**config.mk**
```make
export PLATFORM = sky130hd
export DESIGN_NAME = sum_prod_mac_flat
export DESIGN_NICKNAME = d
export VERILOG_FILES = /design/src/rtl/sum_prod_pkg.sv /design/src/rtl/sum_prod_mac_if.sv /design/src/rtl/sum_prod_mul.sv /design/src/rtl/sum_prod_mac.sv /design/src/flat_wrapper.sv
export SDC_FILE = /design/constraint.sdc
export NUM_CORES = 1
export LEC_CHECK = 0
export ABC_AREA = 1
export CAP_MARGIN = 5
export CORE_MARGIN = 1.5
export CORE_UTILIZATION = 45
export CTS_CLUSTER_SIZE = 40
export DETAILED_ROUTE_END_ITERATION = 12
export PLACE_DENSITY = 0.68
export SLEW_MARGIN = 20
export SYNTH_ARGS = -nofsm -noshare
export SYNTH_HDL_FRONTEND = slang
export SYNTH_SLANG_ARGS = --single-unit
```
**constraint.sdc**
```tcl
create_clock -name clk -period 6.8 [get_ports clk]
set_input_delay 0.68 -clock clk [delete_from_list [all_inputs] [get_ports clk]]
set_output_delay 0.68 -clock clk [all_outputs]
set_load 0.01 [all_outputs]
```
**src/rtl/sum_prod_pkg.sv**
```systemverilog
// Shared types and helpers for the sequential sum-of-products engine.
// Optional macro SUM_PROD_MUL_REG_EN adds a product register and a DRAIN state.
package sum_prod_pkg;

  typedef enum logic [1:0] {
    IDLE  = 2'd0,
    CALC  = 2'd1,
    DRAIN = 2'd2,
    DONE  = 2'd3
  } state_t;

  // Wide enough for P full-scale products without overflow.
  function automatic int res_width(input int n, input int p);
    return 2 * n + $clog2(p);
  endfunction

endpackage

```
**src/rtl/sum_prod_mac_if.sv**
```systemverilog
// Operand/result handshake bundle for sum_prod_mac.
// Width of the result follows sum_prod_pkg::res_width.
interface sum_prod_mac_if #(
  parameter int N = 4,
  parameter int P = 3
);
  localparam int RW = sum_prod_pkg::res_width(N, P);

  logic                    in_valid;
  logic                    in_ready;
  logic [2*P-1:0][N-1:0]   x_in;
  logic                    accum;
  logic                    out_valid;
  logic                    out_ready;
  logic [RW-1:0]           result;
  logic                    busy;

  modport master (
    output in_valid, x_in, accum, out_ready,
    input  in_ready, out_valid, result, busy
  );

  modport slave (
    input  in_valid, x_in, accum, out_ready,
    output in_ready, out_valid, result, busy
  );
endinterface

```
**src/rtl/sum_prod_mul.sv**
```systemverilog
// N x N -> 2N unsigned multiplier; valid travels with the product.
// With SUM_PROD_MUL_REG_EN defined the product and its valid are registered.
module sum_prod_mul #(
  parameter int N = 4
) (
`ifdef SUM_PROD_MUL_REG_EN
  input  logic             clk,
  input  logic             rst_n,
`endif
  input  logic [N-1:0]     i_a,
  input  logic [N-1:0]     i_b,
  input  logic             i_vld_p0,
  output logic [2*N-1:0]   o_prod,
  output logic             o_vld
);
  localparam int PW = 2 * N;

  logic [PW-1:0] w_prod_p0;

  assign w_prod_p0 = PW'(i_a) * PW'(i_b);

`ifdef SUM_PROD_MUL_REG_EN
  logic [PW-1:0] r_prod_p1;
  logic          r_vld_p1;

  // ---- stage p0 -> p1 ----
  always_ff @(posedge clk) begin
    r_prod_p1 <= w_prod_p0;
  end

  always_ff @(posedge clk or negedge rst_n) begin
    if (!rst_n) r_vld_p1 <= 1'b0;
    else        r_vld_p1 <= i_vld_p0;
  end

  assign o_prod = r_prod_p1;
  assign o_vld  = r_vld_p1;
`else
  assign o_prod = w_prod_p0;
  assign o_vld  = i_vld_p0;
`endif

endmodule

```
**src/rtl/sum_prod_mac.sv**
```systemverilog
// Sequential sum-of-products: result = sum x[2i]*x[2i+1], one pair per cycle.
// Macro SUM_PROD_MUL_REG_EN registers the product and inserts a DRAIN cycle.
module sum_prod_mac
  import sum_prod_pkg::*;
#(
  parameter int N = 4,
  parameter int P = 3
) (
  input logic          clk,
  input logic          rst_n,
  sum_prod_mac_if.slave io_bus
);
  localparam int RW = res_width(N, P);
  localparam int IW = (P > 1) ? $clog2(P) : 1;

  state_t                r_state, w_state_nxt;
  logic [IW-1:0]         r_idx;
  logic [2*P-1:0][N-1:0] r_x;
  logic [RW-1:0]         r_acc;
  logic [RW-1:0]         r_result;
  logic [RW-1:0]         w_sum;
  logic [IW:0]           w_ia, w_ib;
  logic [N-1:0]          w_a, w_b;
  logic [2*N-1:0]        w_prod;
  logic                  w_vld_p0, w_prod_vld;
  logic                  w_accept, w_last, w_fin;

  assign w_accept = (r_state == IDLE) && io_bus.in_valid;
  assign w_last   = (r_idx == IW'(P - 1));
  assign w_vld_p0 = (r_state == CALC);
  assign w_ia     = {r_idx, 1'b0};
  assign w_ib     = {r_idx, 1'b1};
  assign w_a      = r_x[w_ia];
  assign w_b      = r_x[w_ib];

  sum_prod_mul #(.N(N)) u_mul (
`ifdef SUM_PROD_MUL_REG_EN
    .clk      (clk),
    .rst_n    (rst_n),
`endif
    .i_a      (w_a),
    .i_b      (w_b),
    .i_vld_p0 (w_vld_p0),
    .o_prod   (w_prod),
    .o_vld    (w_prod_vld)
  );

  assign w_sum = r_acc + (w_prod_vld ? RW'(w_prod) : '0);

`ifdef SUM_PROD_MUL_REG_EN
  assign w_fin = (r_state == DRAIN);
`else
  assign w_fin = (r_state == CALC) && w_last;
`endif

  always_comb begin
    w_state_nxt = r_state;
    case (r_state)
      IDLE:  if (w_accept) w_state_nxt = CALC;
`ifdef SUM_PROD_MUL_REG_EN
      CALC:  if (w_last) w_state_nxt = DRAIN;
`else
      CALC:  if (w_last) w_state_nxt = DONE;
`endif
      DRAIN: w_state_nxt = DONE;
      DONE:  if (io_bus.out_ready) w_state_nxt = IDLE;
      default: w_state_nxt = IDLE;
    endcase
  end

  always_ff @(posedge clk or negedge rst_n) begin
    if (!rst_n) begin
      r_state  <= IDLE;
      r_idx    <= '0;
      r_result <= '0;
    end else begin
      r_state <= w_state_nxt;
      if (w_accept)               r_idx <= '0;
      else if (r_state == CALC)   r_idx <= r_idx + 1'b1;
      if (w_fin)                  r_result <= w_sum;
    end
  end

  // Operands are captured only on accept, so later changes on x_in are invisible.
  always_ff @(posedge clk) begin
    if (w_accept) begin
      r_x   <= io_bus.x_in;
      r_acc <= io_bus.accum ? r_result : '0;
    end else if (r_state == CALC || r_state == DRAIN) begin
      r_acc <= w_sum;
    end
  end

  assign io_bus.in_ready  = (r_state == IDLE);
  assign io_bus.out_valid = (r_state == DONE);
  assign io_bus.busy      = (r_state != IDLE);
  assign io_bus.result    = r_result;

endmodule

```
**src/flat_wrapper.sv**
```systemverilog
// flat-port wrapper written by rule: the top's interface ports become plain ports
module sum_prod_mac_flat import sum_prod_pkg::*;
#(
  parameter int N = 4,
  parameter int P = 3
)
  (clk, rst_n, io_bus_in_valid, io_bus_x_in, io_bus_accum, io_bus_out_ready, io_bus_in_ready, io_bus_out_valid, io_bus_result, io_bus_busy);
  sum_prod_mac_if #(.N(N), .P(P)) io_bus_i ();
  input logic clk;
  input logic rst_n;
  input wire logic [$bits(io_bus_i.in_valid)-1:0] io_bus_in_valid;
  input wire logic [$bits(io_bus_i.x_in)-1:0] io_bus_x_in;
  input wire logic [$bits(io_bus_i.accum)-1:0] io_bus_accum;
  input wire logic [$bits(io_bus_i.out_ready)-1:0] io_bus_out_ready;
  output wire logic [$bits(io_bus_i.in_ready)-1:0] io_bus_in_ready;
  output wire logic [$bits(io_bus_i.out_valid)-1:0] io_bus_out_valid;
  output wire logic [$bits(io_bus_i.result)-1:0] io_bus_result;
  output wire logic [$bits(io_bus_i.busy)-1:0] io_bus_busy;
  assign io_bus_i.in_valid = io_bus_in_valid;
  assign io_bus_i.x_in = io_bus_x_in;
  assign io_bus_i.accum = io_bus_accum;
  assign io_bus_i.out_ready = io_bus_out_ready;
  assign io_bus_in_ready = io_bus_i.in_ready;
  assign io_bus_out_valid = io_bus_i.out_valid;
  assign io_bus_result = io_bus_i.result;
  assign io_bus_busy = io_bus_i.busy;
  sum_prod_mac #(.N(N), .P(P)) u_core (.clk(clk), .rst_n(rst_n), .io_bus(io_bus_i));
endmodule
```
==> results by group, run 1 <==
Run status
  • Outcome: finished, final reports clean

Pwr
  • Reg power frac: 0.302
  • Combinational power share: 0.600
  • Pwr Density: 498 nW/µm²
  • P_leak: 1.66 nW
  • Worst vdd ir: 0.000258 V
  • Switch share: 0.463
  • P_int: 0.928 mW
  • P_sw: 0.798 mW
  • Clock power frac: 0.098

Clocking
  • Post-CTS Repair Setup Buffers: 0
  • Clock Tree Buf Depth: 2
  • # hold bufs at CTS: 0
  • Cts repair resizes: 0
  • CTS Buf Count: 5
  • Root buffer cell: clkbuf_8
  • CTS HTree Levels: 2
  • Clk slew on worst S/H paths: 0.09 ns
  • Clk_lat worst skew: ~0.30 ns
  • CTS sink count: 48
  • CTS tree: yes

Worst setup path
  • R2r setup slk: 2.14 ns
  • Worst path arrival time: 4.72 ns
  • Worst setup path class: flop to flop
  • Worst R2R Path Depth: 22
  • Critical Path Start: u_core.r_idx[0]
  • Reg-to-Reg End: u_core.r_acc[9]
  • Setup crit end: u_core.r_acc[9]
  • CP startpoint kind: flop
  • Crit end category: flop
  • Required time worst endpoint: about 6.9 ns
  • Reg-to-Reg Start: u_core.r_idx[0]
  • Worst-path maximum fanout: 11

STA
  • Final Cycle Share: 0.685
  • Setup violations, final: 0
  • Final setup TNS: 0 ns
  • Rel. slew slack: 0.543
  • Max frequency: 0.215 GHz
  • Hold Violations, Final: 0
  • Pin slew with the least headroom to its limit: 0.684 ns
  • Min Clock Period, post-route: 4.66 ns
  • RSZ-0062 raised after global routing: false
  • Skew final: 0.00652 ns
  • Hold slack: between 0.5 and 0.6 ns
  • Final Max Tran Viols: 0

Global route
  • Gr busiest metal: met2
  • Met3 Track Usage GR: 0.0288
  • Vias in the first global route: 2,236
  • Largest net degree at the start of global routing: 38
  • GR Layer Usage met1: 0.260
  • GRT Total Usage: 0.184
  • GRT overflow: 0
  • First-pass GRT wire length: 10,300 µm
  • Antenna violations before repair: 0
  • Met2 GRT Util: 0.296

Die
  • Die width: 83.2 µm
  • Core area: 6280 µm²
  • Die footprint: 6920 µm²
  • Initial Util: 0.461
  • Die Y: 83.2 µm
  • Io pins: 42
  • Num rows: 29

Synthesis
  • Post-synth EDFFs: 34
  • Dominant synthesized flop cell: edfxtp_1
  • Sequential share of the synthesized area: 0.474
  • Synthesized Nets: 380
  • Yosys cell types: 31
  • FFs w/ async S/R, synth: 0.292
  • Cell taking the most area after synthesis: edfxtp_1
  • Synth warn: 0
  • Synth Cell Area: about 2900 µm²
  • Most frequent cells after synthesis: nand2_1, inv_1, edfxtp_1
  • Average size of a mapped cell: 9.02 µm²
  • Synthesized instance count: roughly 320
  • Yosys reg bits: 48
  • Yosys top cell area share: 0.353
  • Dominant cells by area after synthesis: edfxtp_1, dfrtp_1, nand2_1, ha_1, inv_1
  • Most frequent cell after synthesis: nand2_1

Detailed routing
  • WL final: 5890 µm
  • Final ANT Viol Nets: 0
  • Vias per std cell: 5.15
  • Routed wire per std cell: 13.3 µm
  • Via count: 2,280
  • Drt pass-1 iters: 4
  • Residual DRC: 0
  • Detailed Route Iter0 Violations: 175

Cells and area
  • Sequential Area: 1370 µm²
  • Antenna diodes: 0
  • Layout cell share with drive strength beyond 1: 0.0464
  • Fill count: 570
  • Non-filler instance count after layout: 443
  • Final Instance Area: 3470 µm²
  • Area of the multi-input gates: 1310 µm²
  • Fin nets: around 420
  • Area grow syn2layout: 19.8%

Hold path
  • Worst Hold Class: flop to flop

Flow run
  • Max Cap Viol: 0

Placement
  • Hpwl dp: around 4500 µm
  • Routability cong.: slightly above 0.9
  • Inst Count DP: between 400 and 500
  • IO Port Bufs: 41
  • Area post-placement: 3380 µm²
[kinds of logic (layout without fill, tap and decap cells)]
logic type | Yosys count | in the layout | share of synthesized area
xor gates and xnor gates | 3 | 3 | 0.00908
and+or+nand+nor | 138 | 138 | 0.200
adders and majority gates | 30 | 30 | 0.143
AOI/OAI and AO/OA | 47 | 47 | 0.0990
DFF | 48 | 48 | 0.474
buffers and inverters | 55 | 100 | 0.0752
[flip-flops by register name, summed over array words and instances, names as in the netlist]
signal	flops
u_core.r_x	24
u_core.r_acc	10
u_core.io_bus.result	10
u_core.r_idx	2
u_core.r_state	2
[worst max-delay path: stages (launching register included)]
cell and delay [ns]:
dfrtp_1 0.55, clkinv_1 0.32, nand2_1 0.14, a32oi_1 0.12
inv_1 0.12, nand2_1 0.08, fa_1 0.54, inv_1 0.05
fa_1 0.56, inv_1 0.07, fa_1 0.40, inv_1 0.09
nand3_1 0.07, nand2_1 0.09, o21ai_0 0.07, a21oi_1 0.14
ha_1 0.29, nand2_1 0.09, nand2_1 0.06, a21boi_0 0.26
nand4_1 0.16, nand3_1 0.11, nand2_1 0.06
[layout by cell type (no fill, tap or decap), types with 2 or more instances in the layout]
cell             count
a21oi_1             11
clkbuf_8             5
clkdlybuf4s50_1     41
clkinv_2             2
dfrtp_1             14
edfxtp_1            34
fa_1                 5
ha_1                25
inv_1               48
nand2_1             84
nand3_1             28
nand4_1              3
nor2_1              16
nor3_1               3
o21ai_0             23
o21ai_1              3
o21ai_2              3
or2_1                2
xor2_1               2
[metrics by stage]
stage          total power [mW]  setup slack, ns  utilization
6_report                   1.73             2.14        0.552
5_1_grt                    1.92             1.62        0.552
4_1_cts                    1.73             2.15        0.552
3_5_place_dp               1.55             2.14        0.538
3_3_place_gp               1.53             2.31        0.538
2_1_floorplan              1.27             2.70            -
[how the worst min path moves through the flow]
stage	from	endpoint	slack [ns]	cells past startpoint
after floorplan	rst_n	u_core.io_bus.result[0]	0.38	0
after global placement	u_core.io_bus.result[5]	u_core.io_bus.result[5]	0.49	2
final	u_core.io_bus.result[5]	u_core.io_bus.result[5]	0.51	2
after CTS	u_core.io_bus.result[7]	u_core.io_bus.result[7]	0.52	2
after global routing	u_core.io_bus.result[5]	u_core.io_bus.result[5]	0.55	2
after detailed placement	u_core.io_bus.result[7]	u_core.io_bus.result[7]	0.49	2
[power groups by stage]
stage / Sequential, mW / Clock (mW) / Combinational (mW)
4_1_cts: 0.521 / 0.174 / 1.04
3_3_place_gp: 0.525 / 0 / 1.01
2_1_floorplan: 0.517 / 0 / 0.750
5_1_grt: 0.535 / 0.182 / 1.20
3_5_place_dp: 0.527 / 0 / 1.03
6_report: 0.522 / 0.169 / 1.03
[per-layer routing]
metal | up-vias | wire, µm | share of wire
met2 | 50 | 2720 | 0.46
met3 | 7 | 248 | 0.042
li1 | 1152 | - | -
met5 | - | 0 | 0
met1 | 1071 | 2860 | 0.48
met4 | 0 | 68 | 0.012
[layout make-up]
class                      instances  share of cell area
clock buffer                       5              0.0199
clock inverter                     3             0.00542
inverter                          50              0.0542
multi-input combinational        218               0.377
sequential                        48               0.396
tap                               77              0.0278
timing repair buffer              42               0.121
Power figures use the tool's default switching activity.
==> run 2, diff against run 1 <==
- clock period: 6.8 -> 4.4 ns (I/O delays scaled with it)
==> results by group, run 2 (synthesis results as in run 1) <==
Clocking
  • # hold bufs at CTS: 0 (unchanged)
  • CTS Buf Count: 5 (unchanged)
  • Clock Tree Buf Depth: 2 (unchanged)
  • CTS tree: yes (unchanged)
  • CTS HTree Levels: 2 (unchanged)
  • Root buffer cell: clkbuf_8 (unchanged)
  • CTS sink count: 48 (unchanged)
  • Clk slew on worst S/H paths: 0.10 ns (was 0.09 ns)
  • Clk_lat worst skew: 0.30 ns (about the same)

STA
  • Hold slack: 0.517 ns (was 0.511 ns)
  • Rel. slew slack: 0.537 (was 0.543)
  • Hold Violations, Final: 0 (unchanged)
  • Pin slew with the least headroom to its limit: 0.693 ns (was 0.684 ns)
  • Setup violations, final: 0 (unchanged)
  • Final setup TNS: 0 ns (unchanged)
  • Final Max Tran Viols: 0 (unchanged)
  • Final worst slack: 0.244 ns (was 2.14 ns)
  • Max frequency: 0.241 GHz (was 0.215 GHz)
  • Final Cycle Share: 0.945 (was 0.685)
  • Skew final: 0.00848 ns (was 0.00652 ns)
  • Min Clock Period, post-route: 4.16 ns (was 4.66 ns)

Global route
  • Vias in the first global route: 2,329 (was 2,236)
  • GRT Total Usage: 0.186 (was 0.184)
  • Largest net degree at the start of global routing: 26 (was 38)
  • Antenna violations before repair: 0 (unchanged)
  • GRT overflow: 0 (unchanged)
  • First-pass GRT wire length: 10,300 µm (about the same)

Cells and area
  • Fin nets: 437 (was 424)
  • Layout Utilization: 0.585 (was 0.552)
  • Antenna diodes: 0 (unchanged)
  • Area grow syn2layout: 26.9% (was 19.8%)
  • Max reg flops: 24 (unchanged)
  • Most frequent cells in the layout: nand2_1, inv_1, clkdlybuf4s50_1 (unchanged)
  • Final Instance Area: 3670 µm² (was 3470 µm²)
  • Sequential Area: 1370 µm² (about the same)
  • Layout cell share with drive strength beyond 1: 0.137 (was 0.0464)
  • Non-filler instance count after layout: 456 (was 443)
  • Area of the multi-input gates: 1380 µm² (was 1310 µm²)
  • Fill count: 556 (was 570)
  • Most common cell after layout, fill and taps aside: nand2_1 (unchanged)
  • Largest reg by FF count: u_core.r_x (unchanged)

Die
  • Io pins: 42 (unchanged)
  • Die width: 83.2 µm (unchanged)
  • Die footprint: 6920 µm² (unchanged)
  • Num rows: 29 (unchanged)
  • Initial Util: 0.461 (unchanged)
  • Die Y: 83.2 µm (unchanged)
  • Core area: 6280 µm² (unchanged)

Detailed routing
  • Vias per std cell: 5.12 (was 5.15)
  • Final ANT Viol Nets: 0 (unchanged)
  • Detailed Route Iter0 Violations: 124 (was 175)
  • Via count: 2,336 (was 2,280)
  • Residual DRC: 0 (unchanged)
  • Drt pass-1 iters: 4 (unchanged)
  • WL final: 6240 µm (was 5890 µm)
  • Routed wire per std cell: 13.7 µm (was 13.3 µm)

Flow run
  • Max Cap Viol: 0 (unchanged)

Placement
  • Pre-CTS WS: -0.0278 ns (was 2.14 ns)
  • Area post-placement: 3450 µm² (was 3380 µm²)
  • Inst Count DP: 444 (was 435)
  • IO Port Bufs: 41 (unchanged)
  • Hpwl dp: 4720 µm (was 4520 µm)
  • Routability cong.: 0.921 (was 0.912)

Worst setup path
  • Worst setup path class: flop to flop (unchanged)
  • Required time worst endpoint: 4.47 ns (was 6.86 ns)
  • CP dominant cell by count: nand2_1 (unchanged)
  • CP cell instances: buf_6 -> o21ai_0 -> o21ai_2 -> buf_4 -> nand2_1 -> inv_1 -> fa_1 -> ha_1 -> ha_4 -> a21oi_1 -> o21ai_1 -> o21ai_0 -> a21oi_1 -> ha_2 -> nand2_1 -> or2_1 -> nand3_1 -> nand2_1 -> nand3_1 -> nand2_1 (was clkinv_1 -> nand2_1 -> a32oi_1 -> inv_1 -> nand2_1 -> fa_1 -> inv_1 -> fa_1 -> inv_1 -> fa_1 -> inv_1 -> nand3_1 -> nand2_1 -> o21ai_0 -> a21oi_1 -> ha_1 -> nand2_1 -> nand2_1 -> a21boi_0 -> nand4_1 -> nand3_1 -> nand2_1)
  • Crit end category: flop (unchanged)
  • Worst R2R Path Depth: 20 (was 22)
  • Critical path depth: 20 (was 22)
  • Worst-path maximum fanout: 7 (was 11)
  • Top delay family on crit path: adder cells (unchanged)
  • Worst path arrival time: 4.23 ns (was 4.72 ns)
  • Slowest stage delay, CP: 0.48 ns (was 0.56 ns)
  • CP startpoint kind: flop (unchanged)
  • CP bufs+invs: 3 (was 5)
  • CP max-delay cell: dfrtp_2 (was fa_1)

Pwr
  • Pwr Density: 813 nW/µm² (was 498 nW/µm²)
  • Total power: 2.98 mW (was 1.73 mW)
  • P_leak: 1.74 nW (was 1.66 nW)
  • Worst vdd ir: 0.000490 V (was 0.000258 V)

Hold path
  • Worst Hold Class: flop to flop (unchanged)
  • WHS Path Cells: 2 (unchanged)

Run status
  • Outcome: finished, final reports clean (unchanged)
[run 2: final timing paths]
| check | start | endpoint | slack (ns) |
|---|---|---|---|
| max reg2reg | u_core.r_idx[0] | u_core.r_acc[6] | 0.24 |
| min in group asynchronous | rst_n | u_core.io_bus.result[4] | 0.54 |
| max in group asynchronous | rst_n | u_core.r_idx[0] | 3.37 |
| max | u_core.r_idx[0] | u_core.r_acc[6] | 0.24 |
| min | u_core.io_bus.result[5] | u_core.io_bus.result[5] | 0.52 |
| min reg2reg | u_core.io_bus.result[5] | u_core.io_bus.result[5] | 0.52 |
[run 2: worst reg2reg max path: stages (launching register included)]
cell,delay (ns)
dfrtp_2,0.48
buf_6,0.15
o21ai_0,0.24
o21ai_2,0.11
buf_4,0.14
nand2_1,0.06
inv_1,0.06
fa_1,0.47
ha_1,0.34
ha_4,0.27
a21oi_1,0.20
o21ai_1,0.11
o21ai_0,0.16
a21oi_1,0.09
ha_2,0.41
nand2_1,0.11
or2_1,0.26
nand3_1,0.08
nand2_1,0.07
nand3_1,0.07
nand2_1,0.05
[run 2: timing repair]
item	CTS	global route
buffers inserted	0	4
resized for setup	1	27
pin swaps	0	12
cloned	0	0
endpoints found under the setup margin	1	9
[run 2: area by class of cell]
type                       instances  area share
clock buffer                       5      0.0187
clock inverter                     3      0.0126
inverter                          50      0.0518
multi-input combinational        218       0.374
sequential                        48       0.374
tap                               77      0.0262
timing repair buffer              55       0.142
[run 2: power by group]
group          internal [mW]  leakage, nW  switching [mW]
combinational          0.767         1.19            1.08
clock                  0.171       0.0548           0.156
sequential             0.710        0.494          0.0958
[run 2: metal layers]
layer / global-route usage / up-vias / routed length, µm
li1: - / 1180 / -
met1: 0.258 / 1103 / 3050
met2: 0.296 / 44 / 2900
met3: 0.0318 / 9 / 195
met4: 0.0682 / 0 / 98
met5: 0 / - / 0
